$ cat config.mk
export PLATFORM = sky130hd
export DESIGN_NAME = serial_receiver
export DESIGN_NICKNAME = d
export VERILOG_FILES = /design/src/rtl/serial_pkg.sv /design/src/rtl/bit_sync.sv /design/src/rtl/serial_receiver.sv
export SDC_FILE = /design/constraint.sdc
export NUM_CORES = 1
export LEC_CHECK = 0
export ABC_AREA = 1
export ABC_CLOCK_PERIOD_IN_PS = 7600
export BUFFER_PORTS_ARGS = -buffer_cell sky130_fd_sc_hd__buf_2
export CORE_MARGIN = 2
export CORE_UTILIZATION = 35
export CTS_CLUSTER_DIAMETER = 40
export CTS_CLUSTER_SIZE = 30
export DETAILED_ROUTE_END_ITERATION = 16
export PLACE_DENSITY = 0.61
export SLEW_MARGIN = 20
export SYNTH_ARGS = -nofsm -noshare
export SYNTH_HDL_FRONTEND = slang
export SYNTH_SLANG_ARGS = --single-unit
$ cat constraint.sdc
create_clock -name Clk -period 7.6 [get_ports Clk]
set_input_delay 1.9 -clock Clk [delete_from_list [all_inputs] [get_ports Clk]]
set_output_delay 1.9 -clock Clk [all_outputs]
set_load 0.03 [all_outputs]
$ cat src/rtl/serial_pkg.sv
// Shared serial-link definitions: frame bit values, bit order and receiver state encoding.
// Used by both the transmitter and the receiver so the two ends agree on the frame format.
package serial_pkg;

    localparam int DEFAULT_DATA_WIDTH   = 32;
    localparam int DEFAULT_CLKS_PER_BIT = 2;

    localparam logic START_BIT = 1'b0;
    localparam logic STOP_BIT  = 1'b1;
    localparam logic LINE_IDLE = 1'b1;
    localparam logic MSB_FIRST = 1'b1;

    typedef enum logic [1:0] {
        IDLE  = 2'd0,
        START = 2'd1,
        DATA  = 2'd2,
        STOP  = 2'd3
    } rx_state_e;

    // Mid-bit offset used to centre the start-bit sample.
    function automatic int half_period(input int clks_per_bit);
        return clks_per_bit / 2;
    endfunction

endpackage

$ cat src/rtl/bit_sync.sv
// Two-flop synchroniser for a single asynchronous input bit.
// Resets to a configurable value so an idle serial line never looks like a start bit.
module bit_sync
    import serial_pkg::*;
#(
    parameter logic RESET_VAL = LINE_IDLE
) (
    input  logic clk,
    input  logic rst,
    input  logic d,
    output logic q
);

    logic meta_r;

    // Metastability stage followed by the stable output stage.
    always_ff @(posedge clk or posedge rst) begin
        if (rst) begin
            meta_r <= RESET_VAL;
            q      <= RESET_VAL;
        end else begin
            meta_r <= d;
            q      <= meta_r;
        end
    end

endmodule

$ cat src/rtl/serial_receiver.sv
// Oversampling serial frame receiver: start bit, DATA_WIDTH data bits, stop bit.
// Delivers completed words through a level valid/ack handshake with frame-error and overrun flags.
module serial_receiver
    import serial_pkg::*;
#(
    parameter int DATA_WIDTH   = DEFAULT_DATA_WIDTH,
    parameter int CLKS_PER_BIT = DEFAULT_CLKS_PER_BIT
) (
    input  logic                  Clk,
    input  logic                  Reset,
    input  logic                  Din,
    input  logic                  RxAck,
    output logic [DATA_WIDTH-1:0] DataOut,
    output logic                  RxValid,
    output logic                  RxBusy,
    output logic                  FrameErr,
    output logic                  Overrun
);

    localparam int HALF  = half_period(CLKS_PER_BIT);
    localparam int CNT_W = (CLKS_PER_BIT > 1) ? $clog2(CLKS_PER_BIT) : 1;
    localparam int BIT_W = (DATA_WIDTH > 1) ? $clog2(DATA_WIDTH) : 1;

    localparam logic [CNT_W-1:0] HALF_LAST = CNT_W'(HALF - 1);
    localparam logic [CNT_W-1:0] BIT_LAST  = CNT_W'(CLKS_PER_BIT - 1);
    localparam logic [BIT_W-1:0] WORD_LAST = BIT_W'(DATA_WIDTH - 1);

    logic                  din_s;
    rx_state_e             state_r;
    rx_state_e             state_next_s;
    logic [CNT_W-1:0]      clk_cnt_r;
    logic [CNT_W-1:0]      clk_cnt_next_s;
    logic [BIT_W-1:0]      bit_cnt_r;
    logic [BIT_W-1:0]      bit_cnt_next_s;
    logic [DATA_WIDTH-1:0] shift_r;
    logic [DATA_WIDTH-1:0] shift_next_s;
    logic                  load_s;
    logic                  frame_err_s;

    // Inserts the newest received bit according to the link's bit order.
    function automatic logic [DATA_WIDTH-1:0] shift_in(
        input logic [DATA_WIDTH-1:0] cur,
        input logic                  bit_in
    );
        logic [DATA_WIDTH-1:0] res;
        if (MSB_FIRST) begin
            res = {cur[DATA_WIDTH-2:0], bit_in};
        end else begin
            res = {bit_in, cur[DATA_WIDTH-1:1]};
        end
        return res;
    endfunction

    bit_sync #(
        .RESET_VAL (LINE_IDLE)
    ) u_din_sync (
        .clk (Clk),
        .rst (Reset),
        .d   (Din),
        .q   (din_s)
    );

    // Next-state, counter and shift-register logic for the frame FSM.
    always_comb begin
        state_next_s   = state_r;
        clk_cnt_next_s = clk_cnt_r;
        bit_cnt_next_s = bit_cnt_r;
        shift_next_s   = shift_r;
        load_s         = 1'b0;
        frame_err_s    = 1'b0;

        case (state_r)
            IDLE: begin
                clk_cnt_next_s = {CNT_W{1'b0}};
                if (din_s == START_BIT) begin
                    state_next_s = START;
                end else begin
                    state_next_s = IDLE;
                end
            end

            START: begin
                if (clk_cnt_r == HALF_LAST) begin
                    clk_cnt_next_s = {CNT_W{1'b0}};
                    bit_cnt_next_s = {BIT_W{1'b0}};
                    // A start bit that is gone by mid-bit is treated as line noise.
                    if (din_s == START_BIT) begin
                        state_next_s = DATA;
                    end else begin
                        state_next_s = IDLE;
                    end
                end else begin
                    clk_cnt_next_s = clk_cnt_r + CNT_W'(1);
                end
            end

            DATA: begin
                if (clk_cnt_r == BIT_LAST) begin
                    clk_cnt_next_s = {CNT_W{1'b0}};
                    shift_next_s   = shift_in(shift_r, din_s);
                    if (bit_cnt_r == WORD_LAST) begin
                        bit_cnt_next_s = {BIT_W{1'b0}};
                        state_next_s   = STOP;
                    end else begin
                        bit_cnt_next_s = bit_cnt_r + BIT_W'(1);
                    end
                end else begin
                    clk_cnt_next_s = clk_cnt_r + CNT_W'(1);
                end
            end

            STOP: begin
                if (clk_cnt_r == BIT_LAST) begin
                    clk_cnt_next_s = {CNT_W{1'b0}};
                    state_next_s   = IDLE;
                    if (din_s == STOP_BIT) begin
                        load_s = 1'b1;
                    end else begin
                        frame_err_s = 1'b1;
                    end
                end else begin
                    clk_cnt_next_s = clk_cnt_r + CNT_W'(1);
                end
            end

            default: begin
                state_next_s   = IDLE;
                clk_cnt_next_s = {CNT_W{1'b0}};
                bit_cnt_next_s = {BIT_W{1'b0}};
            end
        endcase
    end

    // FSM state, counters and shift register.
    always_ff @(posedge Clk or posedge Reset) begin
        if (Reset) begin
            state_r   <= IDLE;
            clk_cnt_r <= {CNT_W{1'b0}};
            bit_cnt_r <= {BIT_W{1'b0}};
            shift_r   <= {DATA_WIDTH{1'b0}};
        end else begin
            state_r   <= state_next_s;
            clk_cnt_r <= clk_cnt_next_s;
            bit_cnt_r <= bit_cnt_next_s;
            shift_r   <= shift_next_s;
        end
    end

    // Registered status outputs; RxBusy mirrors the state register exactly.
    always_ff @(posedge Clk or posedge Reset) begin
        if (Reset) begin
            RxBusy   <= 1'b0;
            FrameErr <= 1'b0;
        end else begin
            RxBusy   <= (state_next_s != IDLE);
            FrameErr <= frame_err_s;
        end
    end

    // Word handoff: a new word always wins; an ack in the same cycle suppresses overrun.
    always_ff @(posedge Clk or posedge Reset) begin
        if (Reset) begin
            DataOut <= {DATA_WIDTH{1'b0}};
            RxValid <= 1'b0;
            Overrun <= 1'b0;
        end else if (load_s) begin
            DataOut <= shift_r;
            RxValid <= 1'b1;
            if (RxValid && !RxAck) begin
                Overrun <= 1'b1;
            end else if (RxAck) begin
                Overrun <= 1'b0;
            end else begin
                Overrun <= Overrun;
            end
        end else if (RxAck && RxValid) begin
            RxValid <= 1'b0;
            Overrun <= 1'b0;
        end else begin
            RxValid <= RxValid;
            Overrun <= Overrun;
        end
    end

endmodule

* Yosys cells after proc, flatten, opt, wreduce, memory -nomap -nowiden *
Cells that the tools add are included.

storage, ports and cells
  bits in registers = 78
  bits in latches = 0
  memory bits (writable) = 0
  memory bits (read-only) = 0
  output and inout port bits = 36
  memories = 0

operators by class
  add/subtract/negate cells = 2
  multipliers = 0
  divide/modulo/power cells = 0
  magnitude comparators = 0
  eq/ne operators = 7
  shifts and indexed selects = 0
  mux-type cells = 25
  bitwise operators = 0
  reductions and logical operators = 11

operators by type and width
  cell                 count
  $mux 5               3
  $mux 1               14
  $mux 2               5
  $pmux 5 s2           1
  $pmux 2 s4           1
  $reduce_bool 2->1    3
  $add 5x1->5 const B  1
  $eq 5x5->1 const B   1
  $eq 2x2->1 const B   2
  $ne 2x2->1 const B   2
  $reduce_and 2->1     2
  $ne 3x2->1 const B   1
  $pmux 1 s3           1
  $reduce_and 3->1     1
  $eq 2x1->1 const B   1
  $logic_and 1x1->1    2
  $logic_not 2->1      1
  $reduce_or 2->1      1
  $add 1x1->1 const B  1
  $logic_not 1->1      1

* Depth between registers and ports, before layout *
Gate-level depths: netlist of run 1.

  depth in word-level cells = 5
  gate-level depth with buffers = 8

* Modules after synthesis *
Synthesis of run 1 repeated with hierarchy kept, for this count alone.

unflattened totals
  cells, all modules = 314
  area total of the unflattened synthesis = 3041.7 µm²

by module, submodules not included
  module           times used  cells each  area an instance (µm²)
  serial_receiver  1           311         2985.4
  bit_sync         1           3           56.3

* Least setup slack after synthesis of run 1 *
OpenSTA, ideal clock, no wires.

  path type = reg-to-output
  from = reg RxValid
  to = out RxValid
  arrival = 0.496 ns
  slack = 5.204 ns
  cell stages (with the launch flop) = 1
  buffers on the path = 0
  cells stage by stage = dfrtp_1

RTL lines
  what                    RTL line                RTL
  from (decl)             serial_receiver.sv:14   output logic RxValid,
  from (signal assigned)  serial_receiver.sv:180  RxValid <= RxValid;

No word-level cell between the ends.

* Worst setup path after layout of run 1 *
  from = reg DataOut[0]
  to = out DataOut[0]

RTL lines
  what                    RTL line                RTL
  from (decl)             serial_receiver.sv:13   output logic [DATA_WIDTH-1:0] DataOut,
  from (signal assigned)  serial_receiver.sv:163  DataOut <= {DATA_WIDTH{1'b0}};
  from (signal assigned)  serial_receiver.sv:167  DataOut <= shift_r;

No word-level cell between the ends.

==> metrics.cfg, run 1 <==
[run_status]
run_status=finished, final reports clean

[power_and_ir_drop]
share_of_total_power_in_sequential_cells=0.469
p_switching_mw=0.385
cellLeakagePower_nw=1.78
power-per-cell-area_nw_per_um2=322
totalPowerFinal_mw=1.13
pwr-share-clk=0.307
power_switching_share=0.340
power.combinational.fraction=0.224
worst_ir_drop_vdd_mv=0.104
cellInternalPower_mw=0.746

[floorplan]
ioPinCount=40
dieArea_sq_um=9470
die_width_um=97.3
core.rowCount=34
initial_utilization=0.355
core_region_area_sq_um=8590
die_height_um=97.3

[logic_synthesis]
synth_fa_ha_area_frac=0.00821
synthDominantCellAreaShare=0.624
postSynthAreaPerCell_sq_um=9.71
synth-simple-area-share=0.163
synth-compound-area-share=0.102
synth_area_leaders=sky130_fd_sc_hd__dfrtp_1, sky130_fd_sc_hd__nand2_1, sky130_fd_sc_hd__o21ai_0, sky130_fd_sc_hd__inv_1, sky130_fd_sc_hd__buf_6
yosys-mux-area-fraction=0
synth_cells=314
ys_ff_latch=78
yosys.area_share.xor_xnor=0.00287
synthesis.yosys.warnings=0
ys_seq_area_frac=0.641
synth.lib_cells_used.distinct=21
nets_in_the_synthesized_netlist=320
syn_area_sq_um=3050
main_combinational_cell_family_by_area_after_synthesis=simple AND/OR/NAND/NOR gates
synth_area_leader_cell=sky130_fd_sc_hd__dfrtp_1

[route]
avgViaCountPerCell=4.42
routed_wire_per_std_cell_um=11.8
drt_first_pass_iters=7
drt_iter0_drc=87
finalWirelength_um=5490
routed-via-count=2053
drc_errors_left=0
ant_nets=0

[flow_run]
cap_viol_max_count=0

[worst_setup_path]
worst_setup_path_end_kind=output port
criticalPathCategory=flop to output port
crit_family=flip-flops
cp_data_required_time_ns=5.70
crit_arrival_ns=0.94
cp_slowest_stage_delay_ns=0.38
critPathSlowestCell=sky130_fd_sc_hd__dfrtp_1
path_cells=buf_2
critical_path_launch_point_type=flop
cp_num_buf_inv=1
timing.critical_path.fanout_max=2

[finish]
layout-area-overhead-vs-synth_pct=14.9
design.final.nets=358
fillerInstances=862
post_route_cells_drive_above_1_share=0.202
n_antenna_cell=0

[cts]
htreeDepth=3
clkTransAtPathRegs_ns=0.08
cts_tree=done
max-clock-path-buffers=2
clk_latency_ns=0.35
clock_sink_count=78
cts_hold_buffers=0
cts_made_buffers=9
clock_tree.root_cell=sky130_fd_sc_hd__clkbuf_8
cts_resized=0
post_cts.repair.setup_buffers=0

[place]
detailedPlacementHpwl_um=3350
numPortBuffers=39
gp_routability_congestion=0.723

[global_route]
largest_net_degree_at_the_start_of_global_routing=79
grt_overflow_total=0
grtUsageTotal=0.127
grt_pass1_wl_um=9640
number_of_global_route_vias_before_repair=2074
antenna_found_initial=0

[sta]
period_utilization_post_route=0.374
max_slew_margin=0.332
rsz0062_at_grt=false
tns_ns=0
finalHoldViolations=0
report.final.setup_viol=0
max_slew.worst_pin.slew_ns=0.998
clock_skew_ns=0.0113
period_needed_ns=2.84
maxSlewViolCount=0
fmax_ghz=0.352

[hold_path]
hold_class=flop to flop

==> synth_stat cells <==
| library cell | count |
|---|---|
| sky130_fd_sc_hd__nor2_1 | 2 |
| sky130_fd_sc_hd__nand4_1 | 3 |
| sky130_fd_sc_hd__nand3_1 | 10 |
| sky130_fd_sc_hd__ha_1 | 2 |
| sky130_fd_sc_hd__nand2_2 | 4 |
| sky130_fd_sc_hd__nor2_2 | 1 |
| sky130_fd_sc_hd__nand2_1 | 100 |
| sky130_fd_sc_hd__dfrtp_1 | 76 |
| sky130_fd_sc_hd__clkbuf_1 | 1 |
| sky130_fd_sc_hd__buf_2 | 4 |
| sky130_fd_sc_hd__buf_6 | 6 |
| sky130_fd_sc_hd__nor3_1 | 1 |
| sky130_fd_sc_hd__o21ai_0 | 43 |
| sky130_fd_sc_hd__inv_2 | 4 |
| sky130_fd_sc_hd__nand3_2 | 1 |
| sky130_fd_sc_hd__inv_1 | 35 |
| sky130_fd_sc_hd__buf_4 | 2 |
| sky130_fd_sc_hd__o21ai_2 | 4 |
| sky130_fd_sc_hd__o21ai_1 | 12 |
| sky130_fd_sc_hd__xnor2_1 | 1 |
| sky130_fd_sc_hd__dfstp_2 | 2 |
==> cells in the final DEF (no fill, tap or decap), drive strengths merged <==
cell      instances
nand2           104
ha                2
nor2              3
bufinv            2
clkinvlp          3
nand4             3
nor3              1
clkbuf           11
buf              40
nand3            11
dfstp             2
dfrtp            76
xnor2             1
o21ai            59
inv              39
==> worst paths after layout <==
kind	end	cells after the start	slack (ns)	start
setup / recovery	DataOut[0]	1	4.76	DataOut[0]
hold / removal	u_din_sync.q	0	0.36	u_din_sync.meta_r
max in group asynchronous	shift_r[23]	3	5.14	Reset
setup reg to reg	bit_cnt_r[2]	5	5.43	state_r[0]
min in group asynchronous	DataOut[8]	3	1.83	Reset
hold reg to reg	u_din_sync.q	0	0.36	u_din_sync.meta_r
==> power groups by stage <==
stage | registers, mW | clock network [mW] | logic [mW]
after floorplan | 0.577 | 0 | 0.172
after global placement | 0.535 | 0 | 0.253
after detailed placement | 0.537 | 0 | 0.257
after CTS | 0.531 | 0.356 | 0.259
after global routing | 0.541 | 0.374 | 0.293
final | 0.530 | 0.347 | 0.253
==> routing by layer <==
layer / routed length (um) / part of all wire / GRT usage
met1: 2720 / 0.50 / 0.166
met2: 2410 / 0.44 / 0.191
met3: 281 / 0.051 / 0.0432
met4: 74 / 0.013 / 0.0598
met5: 0 / 0 / 0
==> metrics by stage <==
stage / area (sq um) / hold WS (ns) / utilization / cells / setup WS (ns)
5_1_grt: 3500 / 0.362 / 0.408 / 465 / 4.72
3_5_place_dp: 3280 / 0.349 / 0.382 / 449 / 4.70
2_1_floorplan: 3050 / 0.345 / - / 314 / 3.71
6_report: 3500 / 0.359 / 0.408 / 465 / 4.76
4_1_cts: 3500 / 0.360 / 0.408 / 465 / 4.74
3_3_place_gp: 3280 / 0.346 / 0.382 / 449 / 4.72
==> kinds of logic after synthesis <==
family,count (synthesis)
and+or+nand+nor,122
DFF,78
AOI/OAI and AO/OA,59
buffers and inverters,52
adders and majority gates,2
xor gates and xnor gates,1
==> worst register-to-register path, cell delays in order, from the launching register on <==
cell,delay (ns)
sky130_fd_sc_hd__dfrtp_1,0.46
sky130_fd_sc_hd__inv_2,0.10
sky130_fd_sc_hd__nand3_2,0.71
sky130_fd_sc_hd__inv_2,0.54
sky130_fd_sc_hd__nand2_1,0.11
sky130_fd_sc_hd__o21ai_0,0.17
==> area by class of cell <==
class                   instances  area (sq um)  share of cell area
flip-flops and latches         78          1950               0.558
clock inverters                 5          82.6              0.0236
inverters                      39           146              0.0418
clock buffers                  11           141              0.0403
multi-input cells             184           842               0.240
repair buffers                 40           203              0.0578
well taps                     108           135              0.0386
==> state kept, by name (all words and copies together), names as in the netlist <==
signal,count
u_din_sync.q,1
RxValid,1
bit_cnt_r,5
state_r,2
DataOut,32
clk_cnt_r,1
FrameErr,1
u_din_sync.meta_r,1
shift_r,32
Overrun,1
RxBusy,1
(Power assumes the default switching activity.)
==> run 2: changes to the inputs <==
--- a/config.mk
+++ b/config.mk
@@ -6,7 +6,7 @@
 export NUM_CORES = 1
 export LEC_CHECK = 0
 export ABC_AREA = 1
-export ABC_CLOCK_PERIOD_IN_PS = 7600
+export ABC_CLOCK_PERIOD_IN_PS = 2700
 export BUFFER_PORTS_ARGS = -buffer_cell sky130_fd_sc_hd__buf_2
 export CORE_MARGIN = 2
 export CORE_UTILIZATION = 35
==> constraint.sdc (replaced) <==
create_clock -name Clk -period 2.7 [get_ports Clk]
set_input_delay 0.675 -clock Clk [delete_from_list [all_inputs] [get_ports Clk]]
set_output_delay 0.675 -clock Clk [all_outputs]
set_load 0.03 [all_outputs]
==> run 2 against run 1 <==
Power grew to 2.9 times the previous value; hold slack lost 0.00064 ns; sequential share of layout area shrank 0.71 points; clock skew shrank 0.0037 ns; global-route usage shrank 0.45 points; core utilization grew 0.52 points; design area grew 1.3%; combinational power grew to 2.9 times the previous value; critical path type is now flop to flop; largest power group unchanged.
==> metrics.cfg, run 2 (synthesis results as in run 1) <==
[route]
drt_iter0_drc=110  ; +26%
drt_first_pass_iters=4  ; -3
routed_wire_per_std_cell_um=11.6  ; -2.2%
routed-via-count=2080  ; +1.3%
drc_errors_left=0  ; unchanged
ant_nets=0  ; unchanged
avgViaCountPerCell=4.46  ; +1.1%
finalWirelength_um=5380  ; -2.0%

[finish]
finished_cell_area_sq_um=3550  ; +1.3%
n_antenna_cell=0  ; unchanged
fillerInstances=889  ; +3.1%
biggestRegsByFlops=DataOut: 32 flops, shift_r: 32 flops, bit_cnt_r: 5 flops
post_route_cells_drive_above_1_share=0.201  ; -0.000563
most-common-layout-cells=sky130_fd_sc_hd__nand2_1, sky130_fd_sc_hd__dfrtp_1, sky130_fd_sc_hd__o21ai_0, sky130_fd_sc_hd__buf_2, sky130_fd_sc_hd__inv_1
design.final.nets=359  ; +0.28%
utilization_of_the_core_after_routing=0.413  ; +0.00524
final_common_cell=sky130_fd_sc_hd__nand2_1
layout-area-overhead-vs-synth_pct=16.4

[sta]
report.final.setup_viol=0  ; unchanged
period_utilization_post_route=0.632
max_slew.worst_pin.slew_ns=0.966  ; -0.0314 ns
fmax_ghz=0.586
period_needed_ns=1.71
clock_skew_ns=0.00757  ; -0.00371 ns
rsz0062_at_grt=false
max_slew_margin=0.353  ; +0.0210
tns_ns=0  ; unchanged
maxSlewViolCount=0  ; unchanged
finalHoldViolations=0  ; unchanged
fin_hold_ws_ns=0.359  ; -0.000639 ns
timing.final.ws_setup_ns=0.993  ; -3.76 ns

[floorplan]
core_region_area_sq_um=8590  ; unchanged
die_height_um=97.3  ; unchanged
core.rowCount=34  ; unchanged
initial_utilization=0.355  ; unchanged
ioPinCount=40  ; unchanged
die_width_um=97.3  ; unchanged
dieArea_sq_um=9470  ; unchanged

[global_route]
grt_overflow_total=0  ; unchanged
largest_net_degree_at_the_start_of_global_routing=59  ; -25%
grtUsageTotal=0.122  ; -0.00446
number_of_global_route_vias_before_repair=2028  ; -2.2%
grt_pass1_wl_um=9270  ; -3.9%
antenna_found_initial=0  ; unchanged

[worst_setup_path]
cp_num_buf_inv=2  ; +1
worst-r2r-setup-slack_ns=0.99  ; -4.44 ns
cp_data_required_time_ns=2.93  ; -2.77 ns
crit_family=simple AND/OR/NAND/NOR gates
critPathSlowestCell=sky130_fd_sc_hd__dfstp_2
critical_path_launch_point_type=flop
worst_setup_path_startpoint=u_din_sync.q
crit_arrival_ns=1.94  ; +1.00 ns
timing.rr.start=u_din_sync.q
criticalPathCategory=flop to flop
path_cells=nand2_2, inv_2, nand2_2, nand2_1, nand2_1, nand2_1, inv_1
cp_slowest_stage_delay_ns=0.55  ; +0.17 ns
critPathMostFrequentCell=sky130_fd_sc_hd__nand2_1
timing.critical_path.fanout_max=58  ; +56
worst_setup_path_end_kind=flop

[cts]
cts_hold_buffers=0  ; unchanged
htreeDepth=3  ; unchanged
clock_tree.root_cell=sky130_fd_sc_hd__clkbuf_8
clkTransAtPathRegs_ns=0.07  ; about the same
clk_latency_ns=0.34  ; about the same
cts_resized=0  ; unchanged
clock_sink_count=78  ; unchanged
max-clock-path-buffers=2  ; unchanged
cts_tree=done
cts_made_buffers=9  ; unchanged
post_cts.repair.setup_buffers=0  ; unchanged

[run_status]
run_status=finished, final reports clean

[power_and_ir_drop]
worst_ir_drop_vdd_mv=0.411  ; +290%
power-per-cell-area_nw_per_um2=925  ; +190%
cellLeakagePower_nw=1.81  ; +1.7%

[place]
gp_routability_congestion=0.734  ; +1.6%
detailedPlacementHpwl_um=3460  ; +3.1%
numPortBuffers=39  ; unchanged
place_area_sq_um=3300  ; +0.61%
placement.setup.worst_slack_ns=0.970  ; -3.73 ns

[flow_run]
cap_viol_max_count=0  ; unchanged

[hold_path]
hold_class=primary input to async pin

[run 2: final timing paths]
path / to / cells past startpoint
setup / recovery: Overrun / 7
hold / removal: DataOut[10] / 2
setup reg to reg: Overrun / 7
hold reg to reg: u_din_sync.q / 0
max in group asynchronous: u_din_sync.q / 3
min in group Clk: u_din_sync.q / 0
[run 2: layer usage]
metal | track usage | wire length, um | vias up
met5 | 0 | 0 | -
met4 | 0.0673 | 95 | 0
met3 | 0.0317 | 202 | 7
met2 | 0.188 | 2460 | 31
met1 | 0.159 | 2620 | 988
li1 | - | - | 1054
[run 2: layout make-up]
type                    instances  area, sq um  share of cell area
inverters                      39          146              0.0412
well taps                     108          135              0.0381
clock inverters                 3         90.1              0.0254
multi-input cells             184          842               0.237
repair buffers                 41          223              0.0627
flip-flops and latches         78         1950               0.551
clock buffers                  13          159              0.0448
[run 2: per-stage QoR]
stage          power (mW)  instances
2_1_floorplan        2.11        314
3_3_place_gp         2.23        450
3_5_place_dp         2.24        450
4_1_cts              3.32        466
5_1_grt              3.49        466
6_report             3.28        466
[run 2: where the power goes]
part / switching (mW) / leakage, nW / internal (mW)
Sequential: 0.135 / 1.06 / 1.36
Clock: 0.401 / 0.124 / 0.666
Combinational: 0.519 / 0.623 / 0.203
[run 2: worst register-to-register path, stage by stage (launching register included)]
cell and delay, ns:
sky130_fd_sc_hd__dfstp_2 0.55, sky130_fd_sc_hd__nand2_2 0.06, sky130_fd_sc_hd__inv_2 0.06, sky130_fd_sc_hd__nand2_2 0.53
sky130_fd_sc_hd__nand2_1 0.22, sky130_fd_sc_hd__nand2_1 0.08, sky130_fd_sc_hd__nand2_1 0.07, sky130_fd_sc_hd__inv_1 0.04
==> run 3: changes to the inputs <==
--- a/config.mk
+++ b/config.mk
@@ -5,15 +5,15 @@
 export SDC_FILE = /design/constraint.sdc
 export NUM_CORES = 1
 export LEC_CHECK = 0
-export ABC_AREA = 1
-export ABC_CLOCK_PERIOD_IN_PS = 2700
+export ABC_AREA = 0
+export ABC_CLOCK_PERIOD_IN_PS = 1450
 export BUFFER_PORTS_ARGS = -buffer_cell sky130_fd_sc_hd__buf_2
 export CORE_MARGIN = 2
 export CORE_UTILIZATION = 35
 export CTS_CLUSTER_DIAMETER = 40
 export CTS_CLUSTER_SIZE = 30
 export DETAILED_ROUTE_END_ITERATION = 16
-export PLACE_DENSITY = 0.61
+export PLACE_DENSITY = 0.63
 export SLEW_MARGIN = 20
 export SYNTH_ARGS = -nofsm -noshare
 export SYNTH_HDL_FRONTEND = slang
==> constraint.sdc (replaced) <==
create_clock -name Clk -period 1.45 [get_ports Clk]
set_input_delay 0.3625 -clock Clk [delete_from_list [all_inputs] [get_ports Clk]]
set_output_delay 0.3625 -clock Clk [all_outputs]
set_load 0.03 [all_outputs]
==> run 3 against run 2 <==
Via count is 17% lower; highest routed layer unchanged; largest cell class unchanged; core utilization grew 3.3 points; critical path type unchanged; largest power group unchanged; maximum frequency increased by 21%; sequential cell count stayed put; clock skew increased by 0.0023 ns; synthesized cell count fell by 39%; die area fell by 0.58%.
==> metrics.cfg, run 3 <==
[logic_synthesis]
ys_seq_area_frac=0.645  ; +0.00397
count_of_flip_flops_with_a_built_in_enable_after_synthesis=0  ; unchanged
synth.lib_cells_used.distinct=28  ; +33%
yosys.area_share.xor_xnor=0  ; -0.00287
postSynthAreaPerCell_sq_um=15.7  ; +62%
synth_async_sr_flop_share=1.00  ; unchanged
syn_area_sq_um=3030  ; -0.62%
synthDominantCellAreaShare=0.628  ; +0.00386
main_combinational_cell_family_by_area_after_synthesis=multiplexers
synth-compound-area-share=0.0359  ; -0.0658
synth_area_leader_cell=sky130_fd_sc_hd__dfrtp_1
yosys-mux-area-fraction=0.234  ; +0.234
synth_fa_ha_area_frac=0.00826  ; +0.0000508
synth_top_flop_cell=sky130_fd_sc_hd__dfrtp_1
synth_top_cells_by_count=sky130_fd_sc_hd__dfrtp_1, sky130_fd_sc_hd__mux2_2, sky130_fd_sc_hd__mux2_1
post-synth-top-count-cell=sky130_fd_sc_hd__dfrtp_1
synth-simple-area-share=0.0479  ; -0.115
synth_area_leaders=sky130_fd_sc_hd__dfrtp_1, sky130_fd_sc_hd__mux2_2, sky130_fd_sc_hd__mux2_1, sky130_fd_sc_hd__buf_6, sky130_fd_sc_hd__dfstp_2
ys_ff_latch=78  ; unchanged
nets_in_the_synthesized_netlist=199  ; -38%
synth_cells=193  ; -39%
synthesis.yosys.warnings=0  ; unchanged

[cts]
clock_sink_count=78  ; unchanged
cts_hold_buffers=0  ; unchanged
htreeDepth=3  ; unchanged
max-clock-path-buffers=2  ; unchanged
clk_latency_ns=0.34  ; about the same
cts_tree=done
cts_made_buffers=9  ; unchanged
clkTransAtPathRegs_ns=0.08  ; about the same
clock_tree.root_cell=sky130_fd_sc_hd__clkbuf_8

[route]
drt_first_pass_iters=4  ; unchanged
avgViaCountPerCell=4.79  ; +7.4%
routed-via-count=1735  ; -17%
drt_iter0_drc=43  ; -61%
drc_errors_left=0  ; unchanged
finalWirelength_um=4980  ; -7.4%
routed_wire_per_std_cell_um=13.8  ; +19%
ant_nets=0  ; unchanged

[finish]
combined_area_of_the_multi_input_logic_cells_sq_um=1010  ; +20%
design.final.nets=258  ; -28%
final_common_cell=sky130_fd_sc_hd__dfrtp_1
biggestRegsByFlops=DataOut: 32 flops, shift_r: 32 flops, bit_cnt_r: 5 flops
layout.area.seq_sq_um=1950  ; unchanged
n_antenna_cell=0  ; unchanged
most-common-layout-cells=sky130_fd_sc_hd__dfrtp_1, sky130_fd_sc_hd__buf_2, sky130_fd_sc_hd__mux2_2, sky130_fd_sc_hd__mux2_1, sky130_fd_sc_hd__buf_4
fillerInstances=755  ; -15%
layout-area-overhead-vs-synth_pct=22.2
post_route_cells_drive_above_1_share=0.451  ; +0.250
finished_cell_area_sq_um=3700  ; +4.3%
utilization_of_the_core_after_routing=0.446  ; +0.0332
layout.cells.non_filler=362  ; -22%

[sta]
max_slew.worst_pin.slew_ns=0.385  ; -0.582 ns
rsz0062_at_grt=false
timing.final.ws_setup_ns=0.0401  ; -0.953 ns
period_utilization_post_route=0.972  ; +0.340
maxSlewViolCount=0  ; unchanged
report.final.setup_viol=0  ; unchanged
period_needed_ns=1.41  ; -0.297 ns
fmax_ghz=0.709  ; +21%
max_slew_margin=0.743  ; +0.390
tns_ns=0  ; unchanged
clock_skew_ns=0.00986  ; +0.00230 ns
fin_hold_ws_ns=0.00691  ; -0.352 ns
finalHoldViolations=0  ; unchanged

[worst_setup_path]
crit_arrival_ns=1.66  ; -0.28 ns
criticalPathCategory=flop to flop
timing.critical_path.fanout_max=4  ; -93%
cp_data_required_time_ns=1.70  ; -1.23 ns
critical_path_launch_point_type=flop
worst_setup_path_end_kind=flop

[place]
numPortBuffers=39  ; unchanged
numPlacedInstances=344  ; -24%
detailedPlacementHpwl_um=3370  ; -2.5%
gp_routability_congestion=0.756  ; +3.0%
place_area_sq_um=3470  ; +5.1%
placement.setup.worst_slack_ns=-0.0331  ; -1.00 ns

[floorplan]
dieArea_sq_um=9420  ; -0.58%
ioPinCount=40  ; unchanged
core_region_area_sq_um=8300  ; -3.4%
die_height_um=97.1  ; -0.29%
initial_utilization=0.365  ; +0.0103
core.rowCount=33  ; -2.9%
die_width_um=97.1  ; -0.29%

[global_route]
grt_pass1_wl_um=8510  ; -8.2%
grtUsageTotal=0.113  ; -0.00962
antenna_found_initial=0  ; unchanged
grt_overflow_total=0  ; unchanged
number_of_global_route_vias_before_repair=1786  ; -12%
largest_net_degree_at_the_start_of_global_routing=34  ; -42%

[power_and_ir_drop]
power-per-cell-area_nw_per_um2=1610  ; +74%
totalPowerFinal_mw=5.97  ; +82%
worst_ir_drop_vdd_mv=0.586  ; +43%
cellLeakagePower_nw=1.97  ; +9.1%

[run_status]
run_status=finished, final reports clean

[hold_path]
hold_class=primary input to async pin

[flow_run]
cap_viol_max_count=0  ; unchanged

## run 3: cell count changes after synthesis, sizes merged, moves of 4 or more
cell | before | now
inv | 39 | 3
nand2 | 104 | 2
nand3 | 11 | 1
o21ai | 59 | 3
mux2 | 0 | 63
o22ai | 0 | 4
buf | 12 | 7
## run 3: layout make-up
class	instances	share of cell area
clock buffer	12	0.0419
clock inverter	4	0.0145
inverter	3	0.00405
multi-input combinational	104	0.272
sequential	78	0.528
tap	105	0.0355
timing repair buffer	56	0.104
## run 3: critical path, cell delays in order, from the launching register on
cell and delay [ns]:
sky130_fd_sc_hd__dfrtp_1 0.39, sky130_fd_sc_hd__ha_2 0.19, sky130_fd_sc_hd__and3_4 0.18, sky130_fd_sc_hd__ha_4 0.16, sky130_fd_sc_hd__a31oi_1 0.17, sky130_fd_sc_hd__o221ai_1 0.17, sky130_fd_sc_hd__o31ai_2 0.09
## run 3: cells by family after synthesis
kind of cell	count (synthesis)
compound gates	16
fa+ha+maj	2
buf+inv	11
flops	78
mux	63
simple gates	23
## run 3: repair_timing
item,4_1_cts,5_1_grt
pin swaps,1,2
endpoints found under the setup margin,2,2
setup buffers,1,1
gates resized for setup,1,1
## run 3: worst paths after layout
path                                    from                 to  slack, ns  cells after the start
setup / recovery                bit_cnt_r[0]       bit_cnt_r[3]       0.04                      6
max in group asynchronous              Reset  u_din_sync.meta_r       0.94                      3
hold / removal                         Reset         shift_r[1]      0.007                      2
hold reg to reg            u_din_sync.meta_r       u_din_sync.q       0.36                      0
min in group Clk                         Din  u_din_sync.meta_r       0.12                      1
setup reg to reg                bit_cnt_r[0]       bit_cnt_r[3]       0.04                      6
## run 3: power breakdown
part	internal [mW]	switching (mW)	total, mW	leakage, nW
combinational	0.714	0.859	1.57	0.821
sequential	2.51	0.232	2.74	1.05
clock	0.896	0.765	1.66	0.0992
total	4.12	1.86	5.97	1.97
## run 3: per-layer routing
metal / track usage / vias up / wire (um)
li1: - / 803 / -
met1: 0.147 / 876 / 2350
met2: 0.166 / 45 / 2220
met3: 0.0446 / 11 / 306
met4: 0.0520 / 0 / 108
met5: 0 / - / 0
